`src/rtl/wb_port_arbiter_if.sv`:
```
// Writeback request/port bundle between the A/B requesters
// and the register-file write port arbiter.
interface wb_port_arbiter_if #(
  parameter int ADDR_W = 5,
  parameter int DATA_W = 32
);
  logic              a_valid;
  logic              a_ready;
  logic [ADDR_W-1:0] a_rd;
  logic [DATA_W-1:0] a_data;
  logic              b_valid;
  logic              b_ready;
  logic [ADDR_W-1:0] b_rd;
  logic [DATA_W-1:0] b_data;
  logic              init_done;
  logic [ADDR_W-1:0] rd_addr;
  logic              reg_write;
  logic [DATA_W-1:0] wr_data;

  modport slave (
    input  a_valid, a_rd, a_data,
    input  b_valid, b_rd, b_data,
    output a_ready, b_ready,
    output init_done, rd_addr,
    output reg_write, wr_data
  );

  modport master (
    output a_valid, a_rd, a_data,
    output b_valid, b_rd, b_data,
    input  a_ready, b_ready,
    input  init_done, rd_addr,
    input  reg_write, wr_data
  );
endinterface

```
`src/rtl/wb_port_arbiter.sv`:
```
// Register-file write port owner: zero sweep after reset, then
// A-priority writeback arbitration with a B starvation guard.
module wb_port_arbiter #(
  parameter int NUM_REGS   = 32,
  parameter int ADDR_W     = 5,
  parameter int DATA_W     = 32,
  parameter int STARVE_MAX = 4
) (
  input logic            clk,
  input logic            rst,
  wb_port_arbiter_if.slave bus
);

  localparam int SW = $clog2(STARVE_MAX + 1);
  localparam logic [ADDR_W-1:0] LAST = ADDR_W'(NUM_REGS - 1);
  localparam logic [SW-1:0]     SMAX = SW'(STARVE_MAX);

  typedef enum logic {S_INIT, S_RUN} state_t;

  state_t            state;
  state_t            state_nxt;
  logic [ADDR_W-1:0] cnt;
  logic [ADDR_W-1:0] cnt_nxt;
  logic [SW-1:0]     starve;
  logic [SW-1:0]     starve_nxt;
  logic              done_q;
  logic              done_nxt;
  logic              we_q;
  logic              we_nxt;
  logic [ADDR_W-1:0] addr_q;
  logic [ADDR_W-1:0] addr_nxt;
  logic [DATA_W-1:0] data_q;
  logic [DATA_W-1:0] data_nxt;

  logic a_x0;
  logic b_x0;
  logic a_live;
  logic b_live;
  logic force_b;
  logic grant_a;
  logic grant_b;
  logic a_rdy;
  logic b_rdy;

  assign a_x0   = bus.a_rd == '0;
  assign b_x0   = bus.b_rd == '0;
  assign a_live = bus.a_valid && !a_x0;
  assign b_live = bus.b_valid && !b_x0;

  always_ff @(posedge clk) begin
    if (rst) state <= S_INIT;
    else     state <= state_nxt;
  end

  always_comb begin
    state_nxt = state;
    if (state == S_INIT && cnt == LAST)
      state_nxt = S_RUN;
  end

  always_comb begin
    force_b    = 1'b0;
    grant_a    = 1'b0;
    grant_b    = 1'b0;
    a_rdy      = 1'b0;
    b_rdy      = 1'b0;
    we_nxt     = 1'b0;
    addr_nxt   = addr_q;
    data_nxt   = data_q;
    cnt_nxt    = cnt;
    starve_nxt = starve;
    done_nxt   = done_q;
    if (!rst) begin
      case (state)
        S_INIT: begin
          we_nxt   = 1'b1;
          addr_nxt = cnt;
          data_nxt = '0;
          cnt_nxt  = cnt + ADDR_W'(1);
          if (cnt == LAST) done_nxt = 1'b1;
        end
        S_RUN: begin
          force_b = a_live && b_live && starve == SMAX;
          grant_a = a_live && !force_b;
          grant_b = b_live && !grant_a;
          // x0 requests retire at once without touching the port
          a_rdy = bus.a_valid && (a_x0 || grant_a);
          b_rdy = bus.b_valid && (b_x0 || grant_b);
          if (grant_a) begin
            we_nxt   = 1'b1;
            addr_nxt = bus.a_rd;
            data_nxt = bus.a_data;
          end else if (grant_b) begin
            we_nxt   = 1'b1;
            addr_nxt = bus.b_rd;
            data_nxt = bus.b_data;
          end
          if (b_live && !grant_b)
            starve_nxt = (starve == SMAX) ? starve
                                          : starve + SW'(1);
          else
            starve_nxt = '0;
        end
        default: ;
      endcase
    end
  end

  always_ff @(posedge clk) begin
    if (rst) begin
      cnt    <= '0;
      starve <= '0;
      done_q <= 1'b0;
      we_q   <= 1'b0;
      addr_q <= '0;
      data_q <= '0;
    end else begin
      cnt    <= cnt_nxt;
      starve <= starve_nxt;
      done_q <= done_nxt;
      we_q   <= we_nxt;
      addr_q <= addr_nxt;
      data_q <= data_nxt;
    end
  end

  assign bus.a_ready   = a_rdy;
  assign bus.b_ready   = b_rdy;
  assign bus.init_done = done_q;
  assign bus.rd_addr   = addr_q;
  assign bus.reg_write = we_q;
  assign bus.wr_data   = data_q;

endmodule

```
`src/flat_wrapper.sv`:
```
// flat-port wrapper written by rule: the top's interface ports become plain ports
module wb_port_arbiter_flat 
#(
  parameter int NUM_REGS   = 32,
  parameter int ADDR_W     = 5,
  parameter int DATA_W     = 32,
  parameter int STARVE_MAX = 4
)
  (clk, rst, bus_a_valid, bus_a_rd, bus_a_data, bus_b_valid, bus_b_rd, bus_b_data, bus_a_ready, bus_b_ready, bus_init_done, bus_rd_addr, bus_reg_write, bus_wr_data);
  wb_port_arbiter_if #(.ADDR_W(ADDR_W), .DATA_W(DATA_W)) bus_i ();
  input logic clk;
  input logic rst;
  input wire logic [$bits(bus_i.a_valid)-1:0] bus_a_valid;
  input wire logic [$bits(bus_i.a_rd)-1:0] bus_a_rd;
  input wire logic [$bits(bus_i.a_data)-1:0] bus_a_data;
  input wire logic [$bits(bus_i.b_valid)-1:0] bus_b_valid;
  input wire logic [$bits(bus_i.b_rd)-1:0] bus_b_rd;
  input wire logic [$bits(bus_i.b_data)-1:0] bus_b_data;
  output wire logic [$bits(bus_i.a_ready)-1:0] bus_a_ready;
  output wire logic [$bits(bus_i.b_ready)-1:0] bus_b_ready;
  output wire logic [$bits(bus_i.init_done)-1:0] bus_init_done;
  output wire logic [$bits(bus_i.rd_addr)-1:0] bus_rd_addr;
  output wire logic [$bits(bus_i.reg_write)-1:0] bus_reg_write;
  output wire logic [$bits(bus_i.wr_data)-1:0] bus_wr_data;
  assign bus_i.a_valid = bus_a_valid;
  assign bus_i.a_rd = bus_a_rd;
  assign bus_i.a_data = bus_a_data;
  assign bus_i.b_valid = bus_b_valid;
  assign bus_i.b_rd = bus_b_rd;
  assign bus_i.b_data = bus_b_data;
  assign bus_a_ready = bus_i.a_ready;
  assign bus_b_ready = bus_i.b_ready;
  assign bus_init_done = bus_i.init_done;
  assign bus_rd_addr = bus_i.rd_addr;
  assign bus_reg_write = bus_i.reg_write;
  assign bus_wr_data = bus_i.wr_data;
  wb_port_arbiter #(.NUM_REGS(NUM_REGS), .ADDR_W(ADDR_W), .DATA_W(DATA_W), .STARVE_MAX(STARVE_MAX)) u_core (.clk(clk), .rst(rst), .bus(bus_i));
endmodule
```
`config.mk`:
```
export PLATFORM = sky130hd
export DESIGN_NAME = wb_port_arbiter_flat
export DESIGN_NICKNAME = d
export VERILOG_FILES = /design/src/rtl/wb_port_arbiter_if.sv /design/src/rtl/wb_port_arbiter.sv /design/src/flat_wrapper.sv
export SDC_FILE = /design/constraint.sdc
export NUM_CORES = 1
export LEC_CHECK = 0
export CORE_ASPECT_RATIO = 1.1
export CORE_MARGIN = 2
export CORE_UTILIZATION = 45
export DETAILED_ROUTE_END_ITERATION = 12
export PLACE_DENSITY = 0.95
export SYNTH_ARGS = -nofsm -noshare
export SYNTH_HDL_FRONTEND = slang
export SYNTH_SLANG_ARGS = --single-unit
```
`constraint.sdc`:
```
create_clock -name clk -period 5.2 [get_ports clk]
set_input_delay 0.52 -clock clk [delete_from_list [all_inputs] [get_ports clk]]
set_output_delay 0.52 -clock clk [all_outputs]
set_load 0.01 [all_outputs]
```
==> results of run 1 <==
-- worst max-delay path by stage --
stage,slack [ns],from,depth (start not counted),endpoint
3_3_place_gp,1.66,bus_a_rd[0],5,bus_b_ready
3_5_place_dp,1.64,bus_a_rd[0],5,bus_b_ready
5_1_grt,1.57,bus_a_rd[0],5,bus_b_ready
4_1_cts,1.63,bus_a_rd[0],5,bus_b_ready
6_report,1.62,bus_a_rd[0],5,bus_b_ready
2_1_floorplan,2.83,bus_a_rd[0],5,bus_b_ready
-- routing by layer --
| layer | track usage | vias up |
|---|---|---|
| li1 | - | 1186 |
| met1 | 0.284 | 1224 |
| met2 | 0.421 | 130 |
| met3 | 0.0505 | 14 |
| met4 | 0.0747 | 0 |
| met5 | 0 | - |
-- cell families after synthesis --
| group | count (synthesis) | synth area share |
|---|---|---|
| buf+inv | 59 | 0.139 |
| simple gates | 34 | 0.0714 |
| compound gates | 98 | 0.400 |
| fa+ha+maj | 4 | 0.0188 |
| mux | 2 | 0.00752 |
| flops | 47 | 0.353 |
| xor+xnor | 3 | 0.00987 |
-- power breakdown --
group	switching (mW)	internal (mW)	total (mW)
clock	0.122	0.192	0.314
sequential	0.00434	0.363	0.367
combinational	0.0425	0.0655	0.108
-- critical path: stages --
cell	delay, ns
clkdlybuf4s50_1	0.42
or4_4	0.58
or2_2	0.64
a31oi_1	0.30
clkdlybuf4s50_1	0.56
-- registers in the layout, summed over array words and instances, names as in the netlist --
name,cells
u_core.bus.wr_data,32
u_core.cnt,5
u_core.starve,3
u_core.bus.reg_write,1
u_core.bus.rd_addr,5
u_core.bus.init_done,1
-- metrics by stage --
stage	setup slack [ns]	std cells	hold WS, ns	power, mW	instance area [sq um]
final	1.62	429	0.493	0.790	3890
after global routing	1.57	429	0.514	0.823	3890
after CTS	1.63	429	0.497	0.796	3890
after detailed placement	1.64	421	0.466	0.482	3760
after global placement	1.66	421	0.468	0.480	3760
after floorplan	2.83	247	0.463	0.413	2660
-- cells in the final DEF (no fill, tap or decap), types with 4 or more instances in the layout --
cell,count
buf_4,4
a222oi_1,5
clkdlybuf4s50_1,118
dfxtp_1,47
nand2_1,5
inv_1,34
clkbuf_8,5
a221oi_2,28
a221oi_1,4
o21ai_0,5
ha_1,4
a221o_1,32
nor2_1,9
a22oi_1,10
nand2b_1,4
a21oi_1,4
-- cell type report --
type                       count  share of cell area
timing repair buffer         122               0.311
tap                           77              0.0248
inverter                      34              0.0328
sequential                    47               0.242
multi-input combinational    141               0.355
clock inverter                 2              0.0154
clock buffer                   6              0.0187
==> impl_metrics.yaml, run 1 <==
setup_path:
  timing.setup.critical_path_class: "input pin to output pin"
  cp-start-kind: "input pin"
  cp_data_arrival_time_ns: 3.06
  timing.critical_path.fanout_max: 34
  worst_reg2reg_path_startpoint: "u_core.bus.init_done"
  worstRegToRegCells: 4
  rrSetupSlack_ns: 2.28
  timing.critical_path.required_ns: 4.68
  critical_path.reg2reg.endpoint: "u_core.bus.wr_data[7]"
  worstSetupEndpointType: "output pin"
floorplanning:
  die-width_um: 77.4
  coreArea_sq_mm: 0.00573
  start_util: 0.465
  io-pin-count: 119
  die_h_um: 84.7
  floorplan.rows: 29
  die_area_sq_mm: 0.00655
yosys:
  ys_seq_area_frac: 0.353
  synth_cells: 247
  async_reset_ff_frac: 0
  synth_top_area_frac: 0.353
  ys.flop_type: "dfxtp_1"
  synth_commonest_cells: "dfxtp_1 (47), inv_1 (34), a221o_1 (32)"
  yosys_warnings: 0
  synthesis.area_sq_mm: 0.00266
  synth_enable_flop_cells: 0
  post-synth-top-count-cell: "dfxtp_1"
  synth.distinct_cells: 43
  synth.top_cells.by_area: "dfxtp_1 (35%), a221oi_2 (16%), a221o_1 (12%)"
  post_synth.cell_area_avg_sq_um: 10.8
  yosys_register_bits: 47
  syn-num-nets: 329
  yosys.area.top_type: "dfxtp_1"
timing:
  highest_attainable_clock_frequency_mhz: 279
  final.setup_skew_ns: 0.00512
  post-route-min-period_ns: 3.58
  setup_total_negative_slack_ns: 0
  period_share: 0.689
  grt_setup_unrepaired: "false"
  slew_viol_final: 0
  tightestPinTransition_ns: 1.00
  number_of_failing_setup_endpoints_in_the_final_timing_report: 0
  slew_headroom: 0.329
  finalHoldViolCount: 0
route:
  wire_per_inst_um: 18.2
  post-route-drc-count: 0
  dr.first_iter.drc_count: 195
  wl_um: 7790
  met3_wl_post_dr_um: 511
  num_vias: 2554
  drtPass1Iterations: 5
  antenna_violating_nets_post_route: 0
  route.top_layer_used: "met4"
  route.detailed.vias_per_inst: 5.95
  met1_length_um: 3150
  wl_met2_um: 3990
clocking:
  h-tree-depth: 2
  path_clk_slew_ns: 0.09
  clock_net_sink_count: 47
  clk_latency_ns: 0.29
  postCtsResizedCells: 0
  holdBufCountCts: 0
  numCtsBuffers: 5
  clock_path_buffers: 2
  tritoncts_clock_tree: "done"
  post_cts.repair.setup_buffers: 0
  cts-root-buf: "clkbuf_8"
global_routing:
  grt_start_max_net_pins: 38
  gr_util_all_layers: 0.237
  first_global_vias: 2490
  grt_remaining_overflow: 0
  number_of_antenna_violations_at_the_first_check_in_global_routing: 0
  grt_pass1_wl_um: 12500
final_layout:
  layout.area.seq_sq_um: 941
  area_growth_syn_to_layout_pct: 46.0
  multi_input_comb_area_sq_mm: 0.00138
  drive_gt1_frac: 0.136
  post-route-util: 0.678
  antenna_cells_inserted: 0
  fillers: 483
  num-nets-final: 433
job:
  max_cap_viol_count: 0
run_status:
  result_of_the_run: "complete, no violations"
pwr:
  p_leak_nw: 1.41
  pwr_density_cell_mw_per_mm2: 203
  worst_vdd_rail_ir_drop_mv: 0.122
placed_design:
  dp_hpwl_um: 5530
  routabilityCongestion: 0.861
  place.port_buffers: 118
min_path:
  worstHoldEndpoint: "u_core.bus.wr_data[6]"
  timing.hold.worst.class: "flip-flop to flip-flop"
  holdPathStages: 1
  holdCritStartpoint: "u_core.bus.wr_data[6]"
Note: power is estimated with default switching activity, not from simulation.
==> run 2, diff against run 1 <==
- CORE_UTILIZATION: 45 -> 38
- PLACE_DENSITY: 0.95 -> 0.88
- clock period: 5.2 -> 3.1 ns (I/O delays scaled with it)
==> impl_metrics.yaml, run 2 (same netlist as run 1, synthesis figures left out) <==
run_status:
  result_of_the_run: "complete, no violations"
placed_design:
  routabilityCongestion: 0.840
  place.port_buffers: 118
  dp_cells: 438
  dpl-instance-area_sq_mm: 0.00383
  dp_hpwl_um: 5570
timing:
  grt_setup_unrepaired: "false"
  finalHoldViolCount: 0
  highest_attainable_clock_frequency_mhz: 359
  slew_headroom: 0.338
  tightestPinTransition_ns: 0.989
  final.setup_skew_ns: 0.00471
  slew_viol_final: 0
  setup_total_negative_slack_ns: 0
  post-route-min-period_ns: 2.79
  period_share: 0.899
  number_of_failing_setup_endpoints_in_the_final_timing_report: 0
final_layout:
  drive_gt1_frac: 0.153
  num-nets-final: 442
  area_growth_syn_to_layout_pct: 46.6
  antenna_cells_inserted: 0
  mostFrequentLayoutCells: "clkdlybuf4s50_1 (118), dfxtp_1 (47), inv_1 (34)"
  layout.cell_area.non_filler_sq_mm: 0.00391
  largest_register_ff_count: 32
  layout_commonest_cell: "clkdlybuf4s50_1"
  final-instance-count-excl-fill: 444
  fillers: 605
clocking:
  postCtsResizedCells: 0
  clock_net_sink_count: 47
  h-tree-depth: 2
  cts-root-buf: "clkbuf_8"
  clk_latency_ns: 0.29
  path_clk_slew_ns: 0.08
  numCtsBuffers: 5
  tritoncts_clock_tree: "done"
  post_cts.repair.setup_buffers: 0
  holdBufCountCts: 0
  clock_path_buffers: 2
min_path:
  timing.hold.worst.class: "flip-flop to flip-flop"
  holdCritStartpoint: "u_core.bus.wr_data[29]"
route:
  drtPass1Iterations: 6
  wl_um: 7560
  dr.first_iter.drc_count: 162
  num_vias: 2545
  post-route-drc-count: 0
  route.detailed.vias_per_inst: 5.73
  antenna_violating_nets_post_route: 0
  wire_per_inst_um: 17.0
floorplanning:
  die_area_sq_mm: 0.00770
  start_util: 0.387
  floorplan.rows: 32
  coreArea_sq_mm: 0.00689
  die_h_um: 91.8
  io-pin-count: 119
  die-width_um: 83.8
setup_path:
  timing.critical_path.fanout_max: 4
  timing.critical_path.required_ns: 2.79
  worst_reg2reg_path_startpoint: "u_core.bus.init_done"
  cp-start-kind: "input pin"
  cp_cell_sequence: "clkdlybuf4s50_1 > or4_4 > or2_2 > a31oi_1 > clkdlybuf4s50_1"
  timing.setup.critical_path_class: "input pin to output pin"
  worstSetupEndpointType: "output pin"
  crit_path_start: "bus_a_rd[0]"
  cp_data_arrival_time_ns: 2.48
  critical-path-slowest-cell: "or4_4"
  critical_path.most_common_cell: "clkdlybuf4s50_1"
  timing.critical_path.slowest_cell_delay_ns: 0.59
pwr:
  switching_share: 0.237
  clock_power_share: 0.302
  p_leak_nw: 1.43
  power_switching_mw: 0.271
  total_power_mw: 1.14
  power_report.internal_total_mw: 0.872
  pwr-share-comb: 0.160
  pwr_density_cell_mw_per_mm2: 293
  worst_vdd_rail_ir_drop_mv: 0.165
  share_seq_of_total_power: 0.539
global_routing:
  first_global_vias: 2594
  number_of_antenna_violations_at_the_first_check_in_global_routing: 0
  grt_pass1_wl_um: 12600
  grt_start_max_net_pins: 38
  grt_remaining_overflow: 0
  gr_util_all_layers: 0.200
job:
  max_cap_viol_count: 0
==> run 2: cell count changes in the layout (fill, tap and decap cells not counted) <==
cell,delta
bufinv_16,-2
buf_4,+9
==> run 2: layer usage <==
metal / up-vias / track usage / wire length, um
met2: 113 / 0.355 / 3810
met1: 1230 / 0.249 / 3190
met4: 0 / 0.0497 / 91
li1: 1192 / - / -
met5: - / 0 / 0
met3: 10 / 0.0414 / 464
==> run 2: power by group through the flow <==
| stage | sequential [mW] | combinational, mW | clock [mW] |
|---|---|---|---|
| 2_1_floorplan | 0.629 | 0.0642 | 0 |
| 3_3_place_gp | 0.629 | 0.178 | 0 |
| 3_5_place_dp | 0.630 | 0.182 | 0 |
| 4_1_cts | 0.616 | 0.183 | 0.352 |
| 5_1_grt | 0.617 | 0.195 | 0.373 |
| 6_report | 0.616 | 0.182 | 0.345 |
==> run 2: cell type report <==
class	count	area, sq um	area share
well taps	85	106	0.0272
repair buffers	131	1280	0.327
clock buffers	6	72.6	0.0186
flip-flops and latches	47	941	0.241
multi-input cells	141	1380	0.353
inverters	34	128	0.0327
==> run 2: through the flow <==
stage	setup slack (ns)	hold slack, ns	util
after floorplan	1.15	0.449	-
after global placement	0.345	0.470	0.557
after detailed placement	0.324	0.473	0.557
after CTS	0.328	0.498	0.567
after global routing	0.271	0.510	0.567
final	0.314	0.492	0.567
==> run 2: path summary, 6_finish.rpt <==
kind,end,slack [ns],cells after the start
min,u_core.bus.wr_data[29],0.49,1
max,bus_b_ready,0.31,5
min reg2reg,u_core.bus.wr_data[29],0.49,1
max reg2reg,u_core.bus.wr_data[3],0.92,6
==> run 2: worst max-delay path, delay by kind of cell <==
family / cells / cell delay [ns]
AO/OA/AOI/OAI: 1 / 0.23
buffers and inverters: 2 / 1.01
AND/OR/NAND/NOR: 2 / 0.92
==> run 3, diff against run 2 <==
- PLACE_DENSITY: 0.88 -> 0.77
==> impl_metrics.yaml, run 3 (same netlist as run 1, synthesis figures left out) <==
timing:
  finalHoldViolCount: 0
  post-route-min-period_ns: 2.79
  slew_viol_final: 0
  timing.hold.ws_ns: 0.493
  final.setup_skew_ns: 0.00791
  setup_total_negative_slack_ns: 0
  setup_ws_ns: 0.305
  period_share: 0.902
  grt_setup_unrepaired: "false"
  highest_attainable_clock_frequency_mhz: 358
  slew_headroom: 0.327
  number_of_failing_setup_endpoints_in_the_final_timing_report: 0
  tightestPinTransition_ns: 1.01
floorplanning:
  die-width_um: 83.8
  coreArea_sq_mm: 0.00689
  io-pin-count: 119
  start_util: 0.387
  die_h_um: 91.8
  floorplan.rows: 32
  die_area_sq_mm: 0.00770
setup_path:
  critical-path-slowest-cell: "or4_4"
  worst_reg2reg_path_startpoint: "u_core.starve[0]"
  rrSetupSlack_ns: 1.08
  critical_path.reg2reg.endpoint: "u_core.bus.wr_data[16]"
  path_delay_family: "buffers and inverters"
  cp-start-kind: "input pin"
  worstRegToRegCells: 7
  critPathBufInv: 2
  cp_data_arrival_time_ns: 2.48
  critical_path.most_common_cell: "clkdlybuf4s50_1"
  timing.critical_path.required_ns: 2.79
  cp_cell_sequence: "clkdlybuf4s50_1 > or4_4 > or2_2 > a31oi_1 > clkdlybuf4s50_1"
  timing.critical_path.fanout_max: 4
  timing.setup.critical_path_class: "input pin to output pin"
  timing.critical_path.slowest_cell_delay_ns: 0.58
  worstSetupEndpointType: "output pin"
clocking:
  clock_net_sink_count: 47
  post_cts.repair.setup_buffers: 0
  clk_latency_ns: 0.30
  cts-root-buf: "clkbuf_8"
  postCtsResizedCells: 0
  path_clk_slew_ns: 0.09
  tritoncts_clock_tree: "done"
  h-tree-depth: 2
  holdBufCountCts: 0
  clock_path_buffers: 2
  numCtsBuffers: 5
global_routing:
  global_route.usage.met1: 0.244
  grt_remaining_overflow: 0
  grt_use_met2: 0.334
  global_route.usage.met3: 0.0342
  top_usage_layer: "met2"
  number_of_antenna_violations_at_the_first_check_in_global_routing: 0
  grt_pass1_wl_um: 12300
  first_global_vias: 2577
  grt_start_max_net_pins: 34
  gr_util_all_layers: 0.194
route:
  post-route-drc-count: 0
  dr.first_iter.drc_count: 135
  wire_per_inst_um: 16.7
  wl_um: 7440
  drtPass1Iterations: 4
  route.detailed.vias_per_inst: 5.64
  antenna_violating_nets_post_route: 0
  num_vias: 2515
min_path:
  worstHoldEndpoint: "u_core.starve[1]"
  timing.hold.worst.class: "flip-flop to flip-flop"
  holdCritStartpoint: "u_core.starve[1]"
  holdPathStages: 2
pwr:
  total_power_mw: 1.20
  pwr_density_cell_mw_per_mm2: 305
  p_leak_nw: 1.44
  worst_vdd_rail_ir_drop_mv: 0.234
final_layout:
  area_growth_syn_to_layout_pct: 47.6
  antenna_cells_inserted: 0
  layout_commonest_cell: "clkdlybuf4s50_1"
  num-nets-final: 442
  final-instance-count-excl-fill: 446
  largest_register_ff_count: 32
  mostFrequentLayoutCells: "clkdlybuf4s50_1 (118), dfxtp_1 (47), inv_1 (34)"
  post-route-util: 0.571
  layout.cell_area.non_filler_sq_mm: 0.00393
  drive_gt1_frac: 0.161
placed_design:
  routabilityCongestion: 0.817
  detailedPlace.worstSlack_ns: 0.313
  dp_hpwl_um: 5310
  place.port_buffers: 118
  dp_cells: 438
  dpl-instance-area_sq_mm: 0.00383
job:
  max_cap_viol_count: 0
run_status:
  result_of_the_run: "complete, no violations"
==> run 3: changes by cell type in the layout (fill, tap and decap cells not counted), sizes merged <==
cell | before | now
clkinv | 0 | 1
clkinvlp | 0 | 1
==> run 3: layout make-up <==
type                            instances  area [sq um]
Fill cell                             602          2950
Multi-Input combinational cell        141          1380
Inverter                               34           128
Clock inverter                          2          16.3
Clock buffer                            6          82.6
Timing Repair Buffer                  131          1280
Sequential cell                        47           941
Tap cell                               85           106
==> run 3: power breakdown <==
group          switching (mW)  internal, mW  total (mW)
sequential            0.00705         0.609       0.616
combinational          0.0706         0.114       0.184
clock                   0.215         0.182       0.397
==> run 3: metal layers <==
layer / share of wire / wire length (um) / up-vias
li1: - / - / 1202
met2: 0.49 / 3660 / 104
met1: 0.43 / 3230 / 1200
met5: 0 / 0 / -
met3: 0.062 / 464 / 9
met4: 0.012 / 87 / 0
==> run 3: how the worst max path moves through the flow <==
| stage | start | endpoint | slack (ns) | depth (start not counted) |
|---|---|---|---|---|
| 6_report | bus_a_rd[0] | bus_b_ready | 0.31 | 5 |
| 3_3_place_gp | bus_a_rd[0] | bus_b_ready | 0.33 | 5 |
| 5_1_grt | bus_a_rd[0] | bus_b_ready | 0.24 | 5 |
| 3_5_place_dp | bus_b_rd[2] | u_core.bus.wr_data[21] | 0.31 | 5 |
| 2_1_floorplan | bus_a_rd[0] | bus_b_ready | 1.15 | 5 |
| 4_1_cts | bus_a_rd[0] | bus_b_ready | 0.31 | 5 |
==> run 3: worst register-to-register path, stage by stage, from the launching register on <==
cell and delay, ns:
dfxtp_1 0.36, inv_1 0.07, ha_1 0.24, nand3_1 0.18
o2bb2ai_4 0.15, buf_4 0.42, a221oi_1 0.19, a221o_1 0.29
